<file path="config.mk">
export PLATFORM = sky130hd
export DESIGN_NAME = raster_streamer_flat
export DESIGN_NICKNAME = d
export VERILOG_FILES = /design/src/rtl/raster_pkg.sv /design/src/rtl/raster_streamer_if.sv /design/src/rtl/raster_pos_cnt.sv /design/src/rtl/raster_streamer.sv /design/src/flat_wrapper.sv
export SDC_FILE = /design/constraint.sdc
export NUM_CORES = 1
export LEC_CHECK = 0
export CAP_MARGIN = 20
export CELL_PAD_IN_SITES_DETAIL_PLACEMENT = 0
export CELL_PAD_IN_SITES_GLOBAL_PLACEMENT = 2
export CORE_ASPECT_RATIO = 1.75
export CORE_MARGIN = 2
export CORE_UTILIZATION = 32
export DETAILED_ROUTE_END_ITERATION = 10
export PLACE_DENSITY = 0.88
export REMOVE_ABC_BUFFERS = 1
export SKIP_CTS_REPAIR_TIMING = 1
export SYNTH_ARGS = -nofsm -noshare
export SYNTH_HDL_FRONTEND = slang
export SYNTH_HIERARCHICAL = 1
export SYNTH_SLANG_ARGS = --single-unit
</file>
<file path="constraint.sdc">
create_clock -name iCLK -period 5.08 [get_ports iCLK]
set_input_delay 1.016 -clock iCLK [delete_from_list [all_inputs] [get_ports iCLK]]
set_output_delay 1.016 -clock iCLK [all_outputs]
set_load 0.1 [all_outputs]
</file>
<file path="src/rtl/raster_pkg.sv">
// Shared definitions for the raster pixel link (streamer and window control).
// Holds the FSM state set, the RAM read latency and the width helpers.
package raster_pkg;

  typedef enum logic [1:0] {
    ST_IDLE  = 2'd0,
    ST_RUN   = 2'd1,
    ST_DRAIN = 2'd2,
    ST_DONE  = 2'd3
  } raster_state_e;

  // Frame-buffer RAM returns data this many cycles after the read enable.
  localparam int RD_LAT    = 1;
  // Cycles spent flushing the read pipeline after the final read issues.
  localparam int DRAIN_CYC = RD_LAT + 1;

  function automatic int clog2_min1(input int n);
    return (n > 1) ? $clog2(n) : 1;
  endfunction

  function automatic int addr_w(input int xs);
    return clog2_min1(xs * xs);
  endfunction

  function automatic int cnt_w(input int xs);
    return clog2_min1(xs);
  endfunction

endpackage

</file>
<file path="src/rtl/raster_streamer_if.sv">
// Frame-buffer read port plus the valid-qualified pixel stream.
// master = streamer side, slave = RAM / downstream side.
interface raster_streamer_if #(
  parameter int xs = 32,
  parameter int dw = 8
);
  localparam int aw = raster_pkg::addr_w(xs);
  localparam int cw = raster_pkg::cnt_w(xs);

  logic          oRdEn;
  logic [aw-1:0] oRdAddr;
  logic [dw-1:0] iRdData;
  logic          oValid;
  logic [dw-1:0] oData;
  logic [cw-1:0] oRow;
  logic [cw-1:0] oCol;
  logic          oFrameEnd;

  modport master (
    output oRdEn, oRdAddr, oValid, oData, oRow, oCol, oFrameEnd,
    input  iRdData
  );

  modport slave (
    input  oRdEn, oRdAddr, oValid, oData, oRow, oCol, oFrameEnd,
    output iRdData
  );

endinterface

</file>
<file path="src/rtl/raster_pos_cnt.sv">
// Valid-gated raster position counter: col wraps into row, row wraps at frame end.
// Outputs the position of the pixel currently qualified by adv_i.
module raster_pos_cnt import raster_pkg::*; #(
  parameter int xs = 32,
  parameter int cw = cnt_w(xs)
) (
  input  logic          iCLK,
  input  logic          iRSTn,
  input  logic          clr_i,
  input  logic          adv_i,
  output logic [cw-1:0] row_o,
  output logic [cw-1:0] col_o,
  output logic          frame_end_o
);

  localparam logic [cw-1:0] LAST = cw'(xs - 1);

  logic [cw-1:0] row_q, row_d;
  logic [cw-1:0] col_q, col_d;
  logic          row_last, col_last;

  assign row_last = (row_q == LAST);
  assign col_last = (col_q == LAST);

  always_comb begin
    row_d = row_q;
    col_d = col_q;
    if (clr_i) begin
      row_d = '0;
      col_d = '0;
    end else if (adv_i) begin
      if (col_last) begin
        col_d = '0;
        row_d = row_last ? '0 : row_q + cw'(1);
      end else begin
        col_d = col_q + cw'(1);
      end
    end
  end

  always_ff @(posedge iCLK or negedge iRSTn) begin
    if (!iRSTn) begin
      row_q <= '0;
      col_q <= '0;
    end else begin
      row_q <= row_d;
      col_q <= col_d;
    end
  end

  assign row_o       = row_q;
  assign col_o       = col_q;
  assign frame_end_o = adv_i & row_last & col_last;

endmodule

</file>
<file path="src/rtl/raster_streamer.sv">
// Streams an xs*xs frame buffer out in raster order as a valid-only pixel stream.
// Reads a 1-cycle-latency RAM; iHold stalls read issue, in-flight reads still emerge.
module raster_streamer import raster_pkg::*; #(
  parameter int xs = 32,
  parameter int dw = 8,
  parameter int aw = addr_w(xs),
  parameter int cw = cnt_w(xs)
) (
  input  logic iCLK,
  input  logic iRSTn,
  input  logic iStart,
  input  logic iHold,
  raster_streamer_if.master bus,
  output logic oBusy,
  output logic oDone
);

  localparam logic [1:0] IDLE  = ST_IDLE;
  localparam logic [1:0] RUN   = ST_RUN;
  localparam logic [1:0] DRAIN = ST_DRAIN;
  localparam logic [1:0] DONE  = ST_DONE;

  localparam int             DCW       = clog2_min1(DRAIN_CYC);
  localparam logic [aw-1:0]  LAST_ADDR = aw'(xs * xs - 1);
  localparam logic [DCW-1:0] DRN_LAST  = DCW'(DRAIN_CYC - 1);

  logic [1:0]         state_q, state_d;
  logic [aw-1:0]      addr_q, addr_d;
  logic [DCW-1:0]     drn_q, drn_d;
  logic [RD_LAT+1:1]  vld_pipe_q;
  logic [dw-1:0]      data_q;
  logic               rd_en;
  logic               start_acc;

  // Hold gates issue in the same cycle so a held cycle costs exactly one slot.
  assign rd_en     = (state_q == RUN) & ~iHold;
  assign start_acc = (state_q == IDLE) & iStart;

  always_comb begin
    state_d = state_q;
    addr_d  = addr_q;
    drn_d   = drn_q;
    case (state_q)
      IDLE: begin
        if (iStart) begin
          state_d = RUN;
          addr_d  = '0;
        end
      end
      RUN: begin
        if (rd_en) begin
          if (addr_q == LAST_ADDR) begin
            state_d = DRAIN;
            drn_d   = '0;
          end else begin
            addr_d = addr_q + aw'(1);
          end
        end
      end
      DRAIN: begin
        if (drn_q == DRN_LAST) state_d = DONE;
        else                   drn_d   = drn_q + DCW'(1);
      end
      DONE:    state_d = IDLE;
      default: state_d = IDLE;
    endcase
  end

  // Reset drops the read pipeline, so nothing in flight reaches oValid.
  always_ff @(posedge iCLK or negedge iRSTn) begin
    if (!iRSTn) begin
      state_q    <= IDLE;
      addr_q     <= '0;
      drn_q      <= '0;
      vld_pipe_q <= '0;
      data_q     <= '0;
    end else begin
      state_q    <= state_d;
      addr_q     <= addr_d;
      drn_q      <= drn_d;
      vld_pipe_q <= {vld_pipe_q[RD_LAT:1], rd_en};
      if (vld_pipe_q[RD_LAT]) data_q <= bus.iRdData;
    end
  end

  raster_pos_cnt #(.xs(xs), .cw(cw)) u_pos (
    .iCLK        (iCLK),
    .iRSTn       (iRSTn),
    .clr_i       (start_acc),
    .adv_i       (vld_pipe_q[RD_LAT+1]),
    .row_o       (bus.oRow),
    .col_o       (bus.oCol),
    .frame_end_o (bus.oFrameEnd)
  );

  assign bus.oRdEn   = rd_en;
  assign bus.oRdAddr = addr_q;
  assign bus.oValid  = vld_pipe_q[RD_LAT+1];
  assign bus.oData   = data_q;
  assign oBusy       = (state_q != IDLE);
  assign oDone       = (state_q == DONE);

endmodule

</file>
<file path="src/flat_wrapper.sv">
// flat-port wrapper written by rule: the top's interface ports become plain ports
module raster_streamer_flat import raster_pkg::*;
#(
  parameter int xs = 32,
  parameter int dw = 8,
  parameter int aw = addr_w(xs),
  parameter int cw = cnt_w(xs)
)
  (iCLK, iRSTn, iStart, iHold, oBusy, oDone, bus_oRdEn, bus_oRdAddr, bus_oValid, bus_oData, bus_oRow, bus_oCol, bus_oFrameEnd, bus_iRdData);
  raster_streamer_if #(.xs(xs), .dw(dw)) bus_i ();
  input  logic iCLK;
  input  logic iRSTn;
  input  logic iStart;
  input  logic iHold;
  output logic oBusy;
  output logic oDone;
  output wire logic [$bits(bus_i.oRdEn)-1:0] bus_oRdEn;
  output wire logic [$bits(bus_i.oRdAddr)-1:0] bus_oRdAddr;
  output wire logic [$bits(bus_i.oValid)-1:0] bus_oValid;
  output wire logic [$bits(bus_i.oData)-1:0] bus_oData;
  output wire logic [$bits(bus_i.oRow)-1:0] bus_oRow;
  output wire logic [$bits(bus_i.oCol)-1:0] bus_oCol;
  output wire logic [$bits(bus_i.oFrameEnd)-1:0] bus_oFrameEnd;
  input wire logic [$bits(bus_i.iRdData)-1:0] bus_iRdData;
  assign bus_oRdEn = bus_i.oRdEn;
  assign bus_oRdAddr = bus_i.oRdAddr;
  assign bus_oValid = bus_i.oValid;
  assign bus_oData = bus_i.oData;
  assign bus_oRow = bus_i.oRow;
  assign bus_oCol = bus_i.oCol;
  assign bus_oFrameEnd = bus_i.oFrameEnd;
  assign bus_i.iRdData = bus_iRdData;
  raster_streamer #(.xs(xs), .dw(dw), .aw(aw), .cw(cw)) u_core (.iCLK(iCLK), .iRSTn(iRSTn), .iStart(iStart), .iHold(iHold), .bus(bus_i), .oBusy(oBusy), .oDone(oDone));
endmodule
</file>
[Yosys cells after proc, flatten, opt, wreduce, memory -nomap -nowiden]
Cells that the tools add are included.
Storage, ports and cells
  bits in registers: 33
  input port bits: 12
  output and inout bits: 33
  logic and storage cells: 57
Cells by class
  add/sub/neg operators: 4
  equality and inequality tests: 11
  mux-type cells: 20
  bitwise logic cells: 5
  reduce and logical (&&, ||, !) cells: 10
Operators by type and width (count)
  $mux 5: 7
  $mux 10: 3
  $pmux 10 s2: 1
  $add 10x1->10 const B: 1
  $add 5x1->5 const B: 2
  $eq 10x10->1 const B: 1
  $eq 5x5->1 const B: 2
  $reduce_bool 2->1: 5
  $mux 2: 4
  $pmux 2 s4: 1
  $reduce_and 4->1: 2
  $ne 2x2->1 const B: 3
  $and 1x1->1: 4
  $eq 2x2->1 const B: 2
  $ne 2x1->1 const B: 2
  $mux 1: 3
  $reduce_and 3->1: 1
  $eq 2x1->1 const B: 1
  $logic_not 2->1: 1
  $pmux 1 s2: 1
  $reduce_and 2->1: 1
  $add 1x1->1 const B: 1
  $not 1->1: 1

[Logic depth before layout (Yosys ltp)]
  depth in word-level cells: 5
  gate-level depth with buffers: 7

[Modules after synthesis]
The synthesis kept the hierarchy.
By module, submodules not included
  raster_streamer: times used 1, cells an instance 119, area an instance 1241.2 um^2
  raster_pos_cnt: times used 1, cells an instance 57, area an instance 555.5 um^2

[Worst setup path before layout]
OpenSTA, ideal clock, no wires.
  path type: reg2out
  start: register u_core.u_pos.col_q[0], in the netlist u_core/u_pos/col_o[0]
  end: output port bus_oFrameEnd
  arrival time: 2208 ps
  required time: 4064 ps
  slack: 1856 ps
  stages on the path, launching flop included: 6
  cells stage by stage: dfrtp_1 ha_1 and3_1 ha_1 buf_4 and3_2
On the way
  cells in the longest elaborated chain, start to end: 2
Ends and longest elaborated chain
  from (decl): RTL line raster_pos_cnt.sv:19  | logic [cw-1:0] col_q, col_d;
  from (signal assigned): RTL line raster_pos_cnt.sv:47  | col_q <= col_d;
  $eq 5x5->1: RTL line raster_pos_cnt.sv:23  | assign col_last = (col_q == LAST);
  $and 1x1->1: RTL line raster_pos_cnt.sv:53  | assign frame_end_o = adv_i & row_last & col_last;
  to (decl): RTL line flat_wrapper.sv:23  | output wire logic [$bits(bus_i.oFrameEnd)-1:0] bus_oFrameEnd;
Every way passes these cells.

[Worst setup path in the final report]
Ends and elaborated chain as after synthesis.

==> reports/metrics.cfg <==
[timing]
fin_worst_skew_ns=0.00304
fmax_ghz=0.263
setup_viol=0
finalHoldViolations=0
fin_setup_tns_ns=0
slew_headroom_pct=34.6
rsz0062_at_grt=false
slew_viol_final=0
layout_min_cycle_time_ns=3.81
hold_ws_ns=0.506
post-route-period-util_pct=74.9
worstMarginPinSlew_ns=0.978

[synthesis]
ys_seq_area_share_pct=46.0
synth.avg_cell_area_um2=10.2
ys_warn_count=6
synth_ff_type=dfrtp_1
synthTopCellsByArea=dfrtp_1 (46%), ha_1 (6.3%), mux2_2 (5.0%), a21oi_1 (3.6%), a31oi_1 (2.8%)
netlist_instances=176
yosysTopAreaCell=dfrtp_1
synth_seq_cells=33
synth_edf_count=0
ys_types=44
synth_top_area_share_pct=46.0
synthArstFlopShare_pct=100
syn_area_um2=1800

[drt]
ant_nets=0
drtIter0Drc=27
drt_wl_total_um=4460
via_count=1545
drt-pass1-iter-count=4
drcViolationCount=0
drt-vias-per-instance=5.20
wl_per_cell_um=15.0

[worst_setup_path]
critPathSlowestCell=clkdlybuf4s50_1
cp_common_cell=ha_1
crit_type=reg2out
path_cells=ha_1 -> and3_1 -> ha_1 -> and3_2 -> clkdlybuf4s50_1
critPathArrivalTime_ns=2.79
max_stage_delay_ns=1.12
worstSetupEndpointType=output port
path_max_fanout=10
cp-start-kind=flip-flop
worstPathRequired_ns=4.06

[die]
rows=36
die_x_um=60.6
dieArea_um2=6250
start_util_pct=32.7
fp.dieH_um=103
fp.coreArea_um2=5500
ioPinCount=45

[worst_hold_path]
hold_path.class=reg2reg

[pwr]
p_per_area_nw_per_um2=655
peakVddDrop_mv=0.314
power_uw=1560
p_leak_uw=0.00100

[cts]
clock-root-buffer=clkbuf_8
h-tree-depth=2
cts_sinks=33
cts_buffers=5
clk_pin_slew_worst_paths_ns=0.07
cts_tree=built
clock_latency_ns=0.28
cts_buffer_depth=2

[finish]
syn_to_final_growth_pct=32.9
antenna_cells=0
fin_nets=241
final_layout_size_suffix_gt1_share_pct=11.8
final_common_cell=clkdlybuf4s50_1
final_cell_mix=clkdlybuf4s50_1 (43), dfrtp_1 (33), nand2_1 (13), a21oi_1 (13)
nFillCells=575

[placed_design]
io_buffers=44
gp_congestion=0.764
dp_hpwl_um=3180

[run]
drv_cap=0

[global_route]
grt_usage_pct=15.8
grt_pass1_vias=1567
grt_pass1_wl_um=7360
antenna_found_initial=0
grt_max_degree=34
overflow=0

[status]
status=finished, final reports clean

==> kinds of logic (layout without fill, tap and decap cells) <==
family	after synthesis	in the layout	share of synthesized area, %
AND/OR/NAND/NOR	66	66	22.1
AO/OA/AOI/OAI	40	40	13.9
flip-flops	33	33	46.0
buffers and inverters	16	61	4.46
multiplexers	12	12	7.31
adder cells (fa/ha/maj)	9	9	6.27
==> flip-flops by register name (all words and copies together) (netlist names) <==
| signal | count |
|---|---|
| u_core/state_q | 2 |
| u_core/u_pos/row_o | 5 |
| u_core/bus.oData | 8 |
| u_core/drn_q | 1 |
| u_core/vld_pipe_q | 2 |
| u_core/u_pos/col_o | 5 |
| u_core/bus.oRdAddr | 10 |
==> metrics by stage <==
| stage | instances | utilization [%] | instance area, um^2 | setup slack, ns |
|---|---|---|---|---|
| finish | 297 | 43.5 | 2390 | 1.27 |
| global route | 297 | 43.5 | 2390 | 1.12 |
| CTS | 297 | 43.5 | 2390 | 1.25 |
| detailed placement | 289 | 41.6 | 2290 | 1.58 |
| global placement | 289 | 41.6 | 2290 | 1.59 |
| floorplan | 168 | - | 1750 | 1.78 |
==> critical path, delay by kind of cell (launching register included) <==
kind	cells	cell delay, ns
DFF	1	0.42
buffers and inverters	1	1.12
and+or+nand+nor	2	0.40
adders and majority gates	2	0.56
==> path summary, 6_finish.rpt <==
check	start	endpoint	slack, ns	cells past startpoint
worst max-delay path	u_core/u_pos/col_o[0]	bus_oFrameEnd	1.27	5
worst min-delay path	u_core/bus.oData[6]	u_core/bus.oData[6]	0.51	1
worst min register to register	u_core/bus.oData[6]	u_core/bus.oData[6]	0.51	1
min in group asynchronous	iRSTn	u_core/bus.oData[5]	1.14	2
worst max register to register	u_core/state_q[1]	u_core/bus.oRdAddr[8]	2.85	6
max in group asynchronous	iRSTn	u_core/u_pos/col_o[0]	3.62	2
==> layer usage <==
layer / global-route usage, % / share of wire, % / up-vias
met5: 0 / 0 / -
met4: 7.69 / 3.0 / 0
li1: - / - / 741
met2: 27.7 / 51 / 55
met3: 3.01 / 5.2 / 12
met1: 17.7 / 41 / 737
==> cell usage after synthesis, types with 3 or more instances <==
library cell  number
o21ai_0            6
nand4_1            3
nand3b_1           3
nand2_1           13
inv_1              8
mux2i_1            3
o211ai_1           3
nor2_1             8
dfrtp_1           33
a31oi_1            8
nor3_1             4
nand3_1            9
nand2b_1           4
and3_1             4
nor3b_1            3
mux2_2             8
ha_1               9
a21oi_1           13
clkbuf_1           4
==> area by class of cell <==
cell class              instances  area, um^2  share of cell area (%)
flip-flops and latches         33         826                    34.6
repair buffers                 45         445                    18.6
multi-input cells             127         891                    37.3
inverters                       8        30.0                    1.26
clock inverters                 1        5.00                   0.210
clock buffers                   7        96.3                    4.03
well taps                      76        95.1                    3.98
==> power breakdown <==
part | internal [uW] | switching, uW | leakage (uW)
sequential | 333 | 79.6 | 0.000429
combinational | 231 | 697 | 0.000517
clock | 123 | 101 | 0.0000542
Power figures use the tool's default switching activity.
==> edit: new RTL, same settings <==
Put a register stage on the outputs `oBusy` and `oDone`, with the module's reset. The values now appear one clock later. The other outputs are not delayed to match.
--- a/src/rtl/raster_streamer.sv
+++ b/src/rtl/raster_streamer.sv
@@ -97,8 +97,15 @@
   assign bus.oRdAddr = addr_q;
   assign bus.oValid  = vld_pipe_q[RD_LAT+1];
   assign bus.oData   = data_q;
-  assign oBusy       = (state_q != IDLE);
-  assign oDone       = (state_q == DONE);
+  always_ff @(posedge iCLK or negedge iRSTn) begin
+    if (!iRSTn) begin
+      oBusy <= '0;
+      oDone <= '0;
+    end else begin
+      oBusy <= (state_q != IDLE);
+      oDone <= (state_q == DONE);
+    end
+  end
 
 endmodule
 
Formal check against the unedited RTL: not equivalent (a bounded check fails within 4 cycles, from zero or initial values and one cycle with iRSTn low).
==> edit against the original RTL <==
  * Sequential cell count increased by 2
  * Wire length is 7.4% lower
  * Worst setup slack worse by 0.0028 ns
  * Clock power is 14% lower
  * Cell area shrank 0.63%
  * Fmax barely moved
  * Synthesized area grew 0.70%
  * Count of clock-buffer cells in the layout stayed put
  * Total power fell by 10%
  * Clock skew about the same
  * Cell count fell by 1.0%
  * Highest routed layer unchanged
  * Utilization shrank 0.27 points
  * First-iteration DRC count grew 33%
==> edit: results (changes against the original RTL) <==
The run gives 14.86% (-0.94 points) as the global-route total usage across every layer. Worst setup slack after layout: 1.270 ns (-0.002780 ns). The logs give 0.5091 ns (+0.002686 ns) for the worst hold slack and 0.003233 ns (+0.0001948 ns) for the largest clock skew in the final design. The hold-critical path endpoint is u_core/bus.oData[7]$_DFFE_PN0P_. The number of fill cells in the layout was 554 (-3.7%).

Counting instances in the post-synthesis netlist gives the leading cell types as sky130_fd_sc_hd__dfrtp_1 (35), sky130_fd_sc_hd__a21oi_1 (17), sky130_fd_sc_hd__nand2_1 (15), sky130_fd_sc_hd__nor2_1 (10), sky130_fd_sc_hd__ha_1 (9). For the maximum ir drop on the vdd rail, the log shows 0.2054 mV (-35%). The flow ran to the end, and the final reports show no timing, DRC or antenna violations.

The logs give 7051 um (-4.1%) for the first-pass GRT wire length and 2.72 ns (-0.13 ns) for the worst reg-to-reg setup slack. Pin count of the biggest net entering global routing: 36 (+5.9%). The total number of vias came out at 1474 (-4.6%). The worst setup slack before clock tree synthesis came out at 1.561 ns (-0.01529 ns). In this run the worst setup path begins at u_core/u_pos/col_o[0]$_DFFE_PN0P_.

The met3 wire length is 108 um (-53%), and the part of the power in combinational logic is 55.6% (-3.7 points). The clock buffer and inverter area fraction after layout works out to 3.426% (-0.82 points). Clock tree synthesis selected as its root buffer the cell sky130_fd_sc_hd__clkbuf_8. The logs give 0.6263 mW (-8.8%) for the internal power consumption and 0.002374 mm^2 (-0.63%) for the final instance area. The synthesized area per cell is 10.46 um^2 (+2.4%).

The count of TritonRoute iterations in the first routing pass was 5 (+1). The count of nets after finishing was 238 (-1.2%). The mux share of post-synthesis cell area was 6.362% (-0.95 points). The detailed-routing wirelength on met1 is 1703 um (-6.0%), and the worst relative slew slack is 33.93% (-0.66 points). The run gives 0.779 mW (-16%) as the power in combinational cells. The xor and xnor fraction of the mapped netlist area is 0% (unchanged). Fraction of layout cells with a size suffix above 1: 11.47% (-0.30 points). The proportion of final cell area spent on non-clock buffers works out to 18.77% (+0.12 points).

The logs give 122 (-3.9%) for the multi-input gate count and 4132 um (-7.4%) for the final wirelength. The instance area after placement was 0.002292 mm^2 (+0.22%). The total half-perimeter wirelength after legalization and detailed placement is 3115 um (-2.0%), and the adder-cell share of the synthesized area is 6.224% (-0.043 points). The logs give 1420 (-9.4%) for the via count of the first global-routing pass and 286 (-1.0%) for the post-placement cell count. The sequential cell power is 0.429 mW (+4%). In the post-synthesis netlist, the biggest area contributors are sky130_fd_sc_hd__dfrtp_1 (48%), sky130_fd_sc_hd__ha_1 (6.2%), sky130_fd_sc_hd__mux2_2 (5.0%). The run gives 845.8 um^2 (-5.1%) as the multi-input logic area. The tools report the length of routed met2 wiring as 2213 um (-3.0%). The starting DRC count in detailed routing was 36 (+33%); the clock sink total was 35 (+6.1%).
edit: cell count changes in the layout (fill, tap and decap cells not counted), moves of 2 or more:
| cell | unedited run | this run |
|---|---|---|
| sky130_fd_sc_hd__a21oi_1 | 13 | 17 |
| sky130_fd_sc_hd__mux2i_1 | 3 | 1 |
| sky130_fd_sc_hd__nor2_1 | 8 | 10 |
| sky130_fd_sc_hd__and3_1 | 4 | 2 |
| sky130_fd_sc_hd__nand2_1 | 13 | 15 |
| sky130_fd_sc_hd__o21ai_1 | 2 | 0 |
| sky130_fd_sc_hd__clkbuf_1 | 0 | 2 |
| sky130_fd_sc_hd__nand3b_1 | 3 | 1 |
| sky130_fd_sc_hd__nor3b_1 | 3 | 1 |
| sky130_fd_sc_hd__dfrtp_1 | 33 | 35 |
| sky130_fd_sc_hd__nand2b_1 | 4 | 2 |
| sky130_fd_sc_hd__clkbuf_8 | 7 | 5 |
